--- src/rtl/hazard_ctrl.sv ---
// Hazard controller for the 5-stage MIPS pipeline: load-use stalls, branch/jump
// flushes, data-memory wait freezes, plus stall/flush performance counters.
module hazard_ctrl #(
    parameter int REG_W = 5,
    parameter int CNT_W = 16
) (
    input  logic             clk,
    input  logic             reset_n,
    input  logic [REG_W-1:0] id_rs,
    input  logic [REG_W-1:0] id_rt,
    input  logic             id_uses_rt,
    input  logic             id_jump,
    input  logic             idex_memread,
    input  logic [REG_W-1:0] idex_rt,
    input  logic             ex_branch_taken,
    input  logic             dmem_busy,
    output logic             pc_write,
    output logic             ifid_write,
    output logic             ifid_flush,
    output logic             idex_flush,
    output logic             pipe_hold,
    output logic [1:0]       state,
    output logic [CNT_W-1:0] stall_cycles,
    output logic [CNT_W-1:0] flush_events
);

    typedef enum logic [1:0] {
        ST_RUN   = 2'd0,
        ST_STALL = 2'd1,
        ST_WAIT  = 2'd2,
        ST_FLUSH = 2'd3
    } state_t;

    localparam logic [CNT_W-1:0] CNT_ONE = {{(CNT_W-1){1'b0}}, 1'b1};

    state_t           state_q, state_d;
    logic             redir_pend_q, redir_pend_d;
    logic [CNT_W-1:0] stall_cycles_q, stall_cycles_d;
    logic [CNT_W-1:0] flush_events_q, flush_events_d;

    logic lu;
    logic branch_flush;

    always_comb begin
        // The STALL term lets the stalled instruction through after exactly one bubble.
        lu = idex_memread && (idex_rt != '0)
             && ((idex_rt == id_rs) || (id_uses_rt && (idex_rt == id_rt)))
             && (state_q != ST_STALL);
        branch_flush = ex_branch_taken || redir_pend_q;

        state_d      = ST_RUN;
        redir_pend_d = redir_pend_q;
        pc_write     = 1'b1;
        ifid_write   = 1'b1;
        ifid_flush   = 1'b0;
        idex_flush   = 1'b0;
        pipe_hold    = 1'b0;

        if (dmem_busy) begin
            state_d    = ST_WAIT;
            pc_write   = 1'b0;
            ifid_write = 1'b0;
            pipe_hold  = 1'b1;
            // A redirect seen while frozen is replayed on the first free cycle.
            redir_pend_d = redir_pend_q | ex_branch_taken;
        end else if (branch_flush) begin
            state_d      = ST_FLUSH;
            ifid_flush   = 1'b1;
            idex_flush   = 1'b1;
            redir_pend_d = 1'b0;
        end else if (id_jump) begin
            state_d    = ST_FLUSH;
            ifid_flush = 1'b1;
        end else if (lu) begin
            state_d    = ST_STALL;
            pc_write   = 1'b0;
            ifid_write = 1'b0;
            idex_flush = 1'b1;
        end

        stall_cycles_d = stall_cycles_q;
        if (((state_d == ST_WAIT) || (state_d == ST_STALL)) && (stall_cycles_q != '1))
            stall_cycles_d = stall_cycles_q + CNT_ONE;

        flush_events_d = flush_events_q;
        if ((state_d == ST_FLUSH) && (flush_events_q != '1))
            flush_events_d = flush_events_q + CNT_ONE;

        // Reset forces a safe pipeline: nothing advances and both stage registers bubble.
        if (!reset_n) begin
            pc_write   = 1'b0;
            ifid_write = 1'b0;
            pipe_hold  = 1'b0;
            ifid_flush = 1'b1;
            idex_flush = 1'b1;
        end
    end

    always_ff @(posedge clk or negedge reset_n) begin
        if (!reset_n) begin
            state_q        <= ST_RUN;
            redir_pend_q   <= 1'b0;
            stall_cycles_q <= '0;
            flush_events_q <= '0;
        end else begin
            state_q        <= state_d;
            redir_pend_q   <= redir_pend_d;
            stall_cycles_q <= stall_cycles_d;
            flush_events_q <= flush_events_d;
        end
    end

    assign state        = state_q;
    assign stall_cycles = stall_cycles_q;
    assign flush_events = flush_events_q;

endmodule

--- config.mk ---
export PLATFORM = sky130hd
export DESIGN_NAME = hazard_ctrl
export DESIGN_NICKNAME = d
export VERILOG_FILES = /design/src/rtl/hazard_ctrl.sv
export SDC_FILE = /design/constraint.sdc
export NUM_CORES = 1
export LEC_CHECK = 0
export BUFFER_PORTS_ARGS = -buffer_cell sky130_fd_sc_hd__buf_4
export CAP_MARGIN = 20
export CORE_MARGIN = 4
export CORE_UTILIZATION = 30
export DETAILED_ROUTE_END_ITERATION = 16
export GPL_TIMING_DRIVEN = 0
export MAX_ROUTING_LAYER = met4
export PLACE_DENSITY_LB_ADDON = 0.3
export SLEW_MARGIN = 0
export SYNTH_ARGS = -nofsm -noshare
export SYNTH_HDL_FRONTEND = slang
export SYNTH_SLANG_ARGS = --single-unit
--- constraint.sdc ---
create_clock -name clk -period 2.3 [get_ports clk]
set_input_delay 0.23 -clock clk [delete_from_list [all_inputs] [get_ports clk]]
set_output_delay 0.23 -clock clk [all_outputs]
set_load 0.005 [all_outputs]
==> results.cfg <==
[status]
outcome = finished clean

[final_layout]
fillCellCount = 574
layout-drive-gt1-share_pct = 39.84
fin_nets = 280
syn_to_final_growth_pct = 45.17
antenna_cells = 0
post-route-util_pct = 45.24

[clock_tree]
cts_tree = built
cts_max_level = 2
cts_made_buffers = 5
cts.sinks = 35
clockBufferDepth = 2
path_clk_slew_ns = 0.07
cts-root-buf = clkbuf_8
clk_latency_ns = 0.28

[logic_synthesis]
syn_avg_cell_area_um2 = 10.43
synth_top_area_share_pct = 46.92
yosysWarnings = 0
synth_area_leaders = dfrtp_1 47%, xor2_1 12%, mux2_2 3.0%
ys_seq_elements = 35
synthCells = 179
synth_nets = 204
synth.largest_area_cell = dfrtp_1
synth_area_mm2 = 0.001867
yosys.cell_types.count = 36
ys_seq_area_share_pct = 46.92

[sta]
fin_tns_setup_ns = 0
timing.final.crit_share_pct = 97.19
drv_slew = 0
slew_headroom_pct = 56.04
fin_skew_ns = 0.008294
hold_viol_final = 0
max_freq_mhz = 447.4
period_minus_slack_ns = 2.235
setup_viol = 0
worst_pin_slew_ns = 0.6533

[setup_path]
crit_type = in2reg
end_kind = flip-flop
worstPathRequired_ns = 2.46
path_cells = buf_4, or4_1, o221ai_4, o31ai_4, ha_4, and4_4, nand2_4, nor4_4, mux2_2
cp.arrival_ns = 2.40
worstSetupStartpointType = primary input
slowest_stage = or4_1
crit_fanout = 7
critPathMaxStageDelay_ns = 0.57

[floorplan]
die_w_um = 86.89
core_mm2 = 0.005991
num_io_pins = 61
die_height_um = 86.89
dieArea_mm2 = 0.007549
rows = 28
initial_utilization_pct = 31.16

[grt]
grtUsageTotal_pct = 12.49
grt-ovfl-total = 0
grt_pass1_vias = 1591
grt_pass1_wl_um = 7383
grt_max_degree = 40
antenna_found_initial = 0

[power]
intPower_mw = 1.317
clockPowerShare_pct = 21.7
p_comb_share_pct = 31.5
p_switching_uw = 650.3
powerDensity_mw_per_mm2 = 725.9
p_leak_nw = 1.304
pwr-share-seq_pct = 46.7
ir_drop_uv = 568.0
total_power_mw = 1.967
switching_share_pct = 33.05

[drt]
vias = 1606
drtIter0Drc = 64
via_per_inst = 4.852
postRouteAntennaNets = 0
first_pass_iters = 4
drc = 0
wl_per_cell_um = 13.33
drt-total-wl_um = 4413

[worst_hold_path]
hold_path.class = in2reg

[placement]
gp_congestion = 0.7996
place_hpwl_um = 3331
io_buffers = 60

[job]
maxCapViolCount = 0
## synthesized netlist by cell type
master and instances:
dfrtp_1 35, xor2_1 25, nand2_1 14, nor2_1 11
nand3_1 10, a21oi_1 8, nand4_1 7, nor3_1 7
nor4_1 7, mux2_2 5, xnor2_1 5, a31oi_1 4
inv_1 4, a211oi_1 3, and4_1 3, ha_1 3
nand2b_1 3, and2_1 2, and3_1 2, nor4b_1 2
o21ai_0 2, o221ai_1 2, or3_1 2, a21boi_1 1
a311oi_1 1, a32oi_1 1, buf_4 1, buf_6 1
mux2_4 1, nand3_2 1, nor3_2 1, o311a_1 1
o31ai_1 1, o41ai_4 1, or2_1 1, or4_1 1
## placed cells by master (no fill, tap or decap), types with 4 or more instances in the layout
| cell | instances |
|---|---|
| buf_4 | 63 |
| dfrtp_1 | 35 |
| xor2_1 | 24 |
| nand2_1 | 12 |
| nor2_1 | 11 |
| nand3_1 | 10 |
| a21oi_1 | 8 |
| nand4_1 | 7 |
| buf_6 | 7 |
| nor3_1 | 6 |
| xnor2_1 | 5 |
| mux2_2 | 5 |
| clkbuf_8 | 5 |
| inv_1 | 4 |
| a31oi_1 | 4 |
| nor4_1 | 4 |
## worst paths after layout
check                                             from                      endpoint  slack [ns]  depth (start not counted)
hold reg to reg            stall_cycles[8]$_DFFE_PN0P_   stall_cycles[8]$_DFFE_PN0P_        0.51                          1
min in group asynchronous                      reset_n  flush_events[10]$_DFFE_PN0P_        0.46                          2
setup / recovery                            idex_rt[1]  stall_cycles[15]$_DFFE_PN0P_        0.06                          9
hold / removal                         ex_branch_taken      redir_pend_q$_DFFE_PN0P_        0.21                          3
setup reg to reg              redir_pend_q$_DFFE_PN0P_  stall_cycles[15]$_DFFE_PN0P_        0.09                          8
max in group asynchronous                      reset_n   stall_cycles[3]$_DFFE_PN0P_        1.50                          2
## kinds of logic (layout without fill, tap and decap cells)
group,after synthesis,count (layout),synth area share (%)
DFF,35,35,46.92
buffers and inverters,6,83,1.810
and+or+nand+nor,74,74,21.45
adders and majority gates,3,3,2.011
AOI/OAI and AO/OA,25,25,9.920
xor gates and xnor gates,30,30,14.07
muxes,6,6,3.820
## worst max-delay path, delay by kind of cell
kind                     cells  cell delay [ns]
buffers and inverters        1             0.13
adder cells (fa/ha/maj)      1             0.29
AO/OA/AOI/OAI                2             0.31
AND/OR/NAND/NOR              4             1.08
multiplexers                 1             0.36
## metal layers
layer	global-route usage (%)	part of all wire [%]	vias to the layer above	wire length, um
met5	-	0	-	0
li1	-	-	813	-
met3	2.649	4.3	2	188
met4	3.116	0.41	0	18
met1	15.86	43	759	1884
met2	20.29	53	32	2321
## power groups by stage
stage / clock network (mW) / registers [mW] / logic [mW]
after floorplan: 0 / 0.908 / 0.270
after global placement: 0 / 0.925 / 0.567
after detailed placement: 0 / 0.929 / 0.582
after CTS: 0.449 / 0.922 / 0.618
after global routing: 0.475 / 0.946 / 0.694
final: 0.428 / 0.919 / 0.620
## area by class of cell
cell class | instances | area (um^2) | area share, %
Multi-Input combinational cell | 138 | 1080 | 39.84
Sequential cell | 35 | 875.8 | 32.32
Timing Repair Buffer | 69 | 543.0 | 20.04
Tap cell | 75 | 93.84 | 3.463
Clock buffer | 5 | 68.82 | 2.539
Buffer | 2 | 18.77 | 0.6925
Clock inverter | 3 | 15.01 | 0.5540
Inverter | 4 | 15.01 | 0.5540
## per-stage QoR
step	setup WS (ns)	cell area [um^2]	std cells	hold slack (ns)
2_1_floorplan	-0.1580	1887	179	-0.06559
3_3_place_gp	-0.5098	2431	314	0.2307
3_5_place_dp	-0.5183	2431	314	0.2338
4_1_cts	-0.01401	2623	329	0.1874
5_1_grt	-0.006882	2710	331	0.2042
6_report	0.06467	2710	331	0.2097
## state kept, by name, summed over array words and instances (netlist names)
signal and cells:
state 2, stall_cycles 16, flush_events 16, redir_pend_q 1
## timing repair
action / in CTS / in global routing
hold endpoints to repair: 35 / 0
cloned: 0 / 0
pin swaps: 9 / 8
hold buffers: 1 / 0
setup endpoints to repair: 12 / 18
setup buffers: 6 / 2
gates resized for setup: 11 / 11
Note: power is estimated with default switching activity, not from simulation.
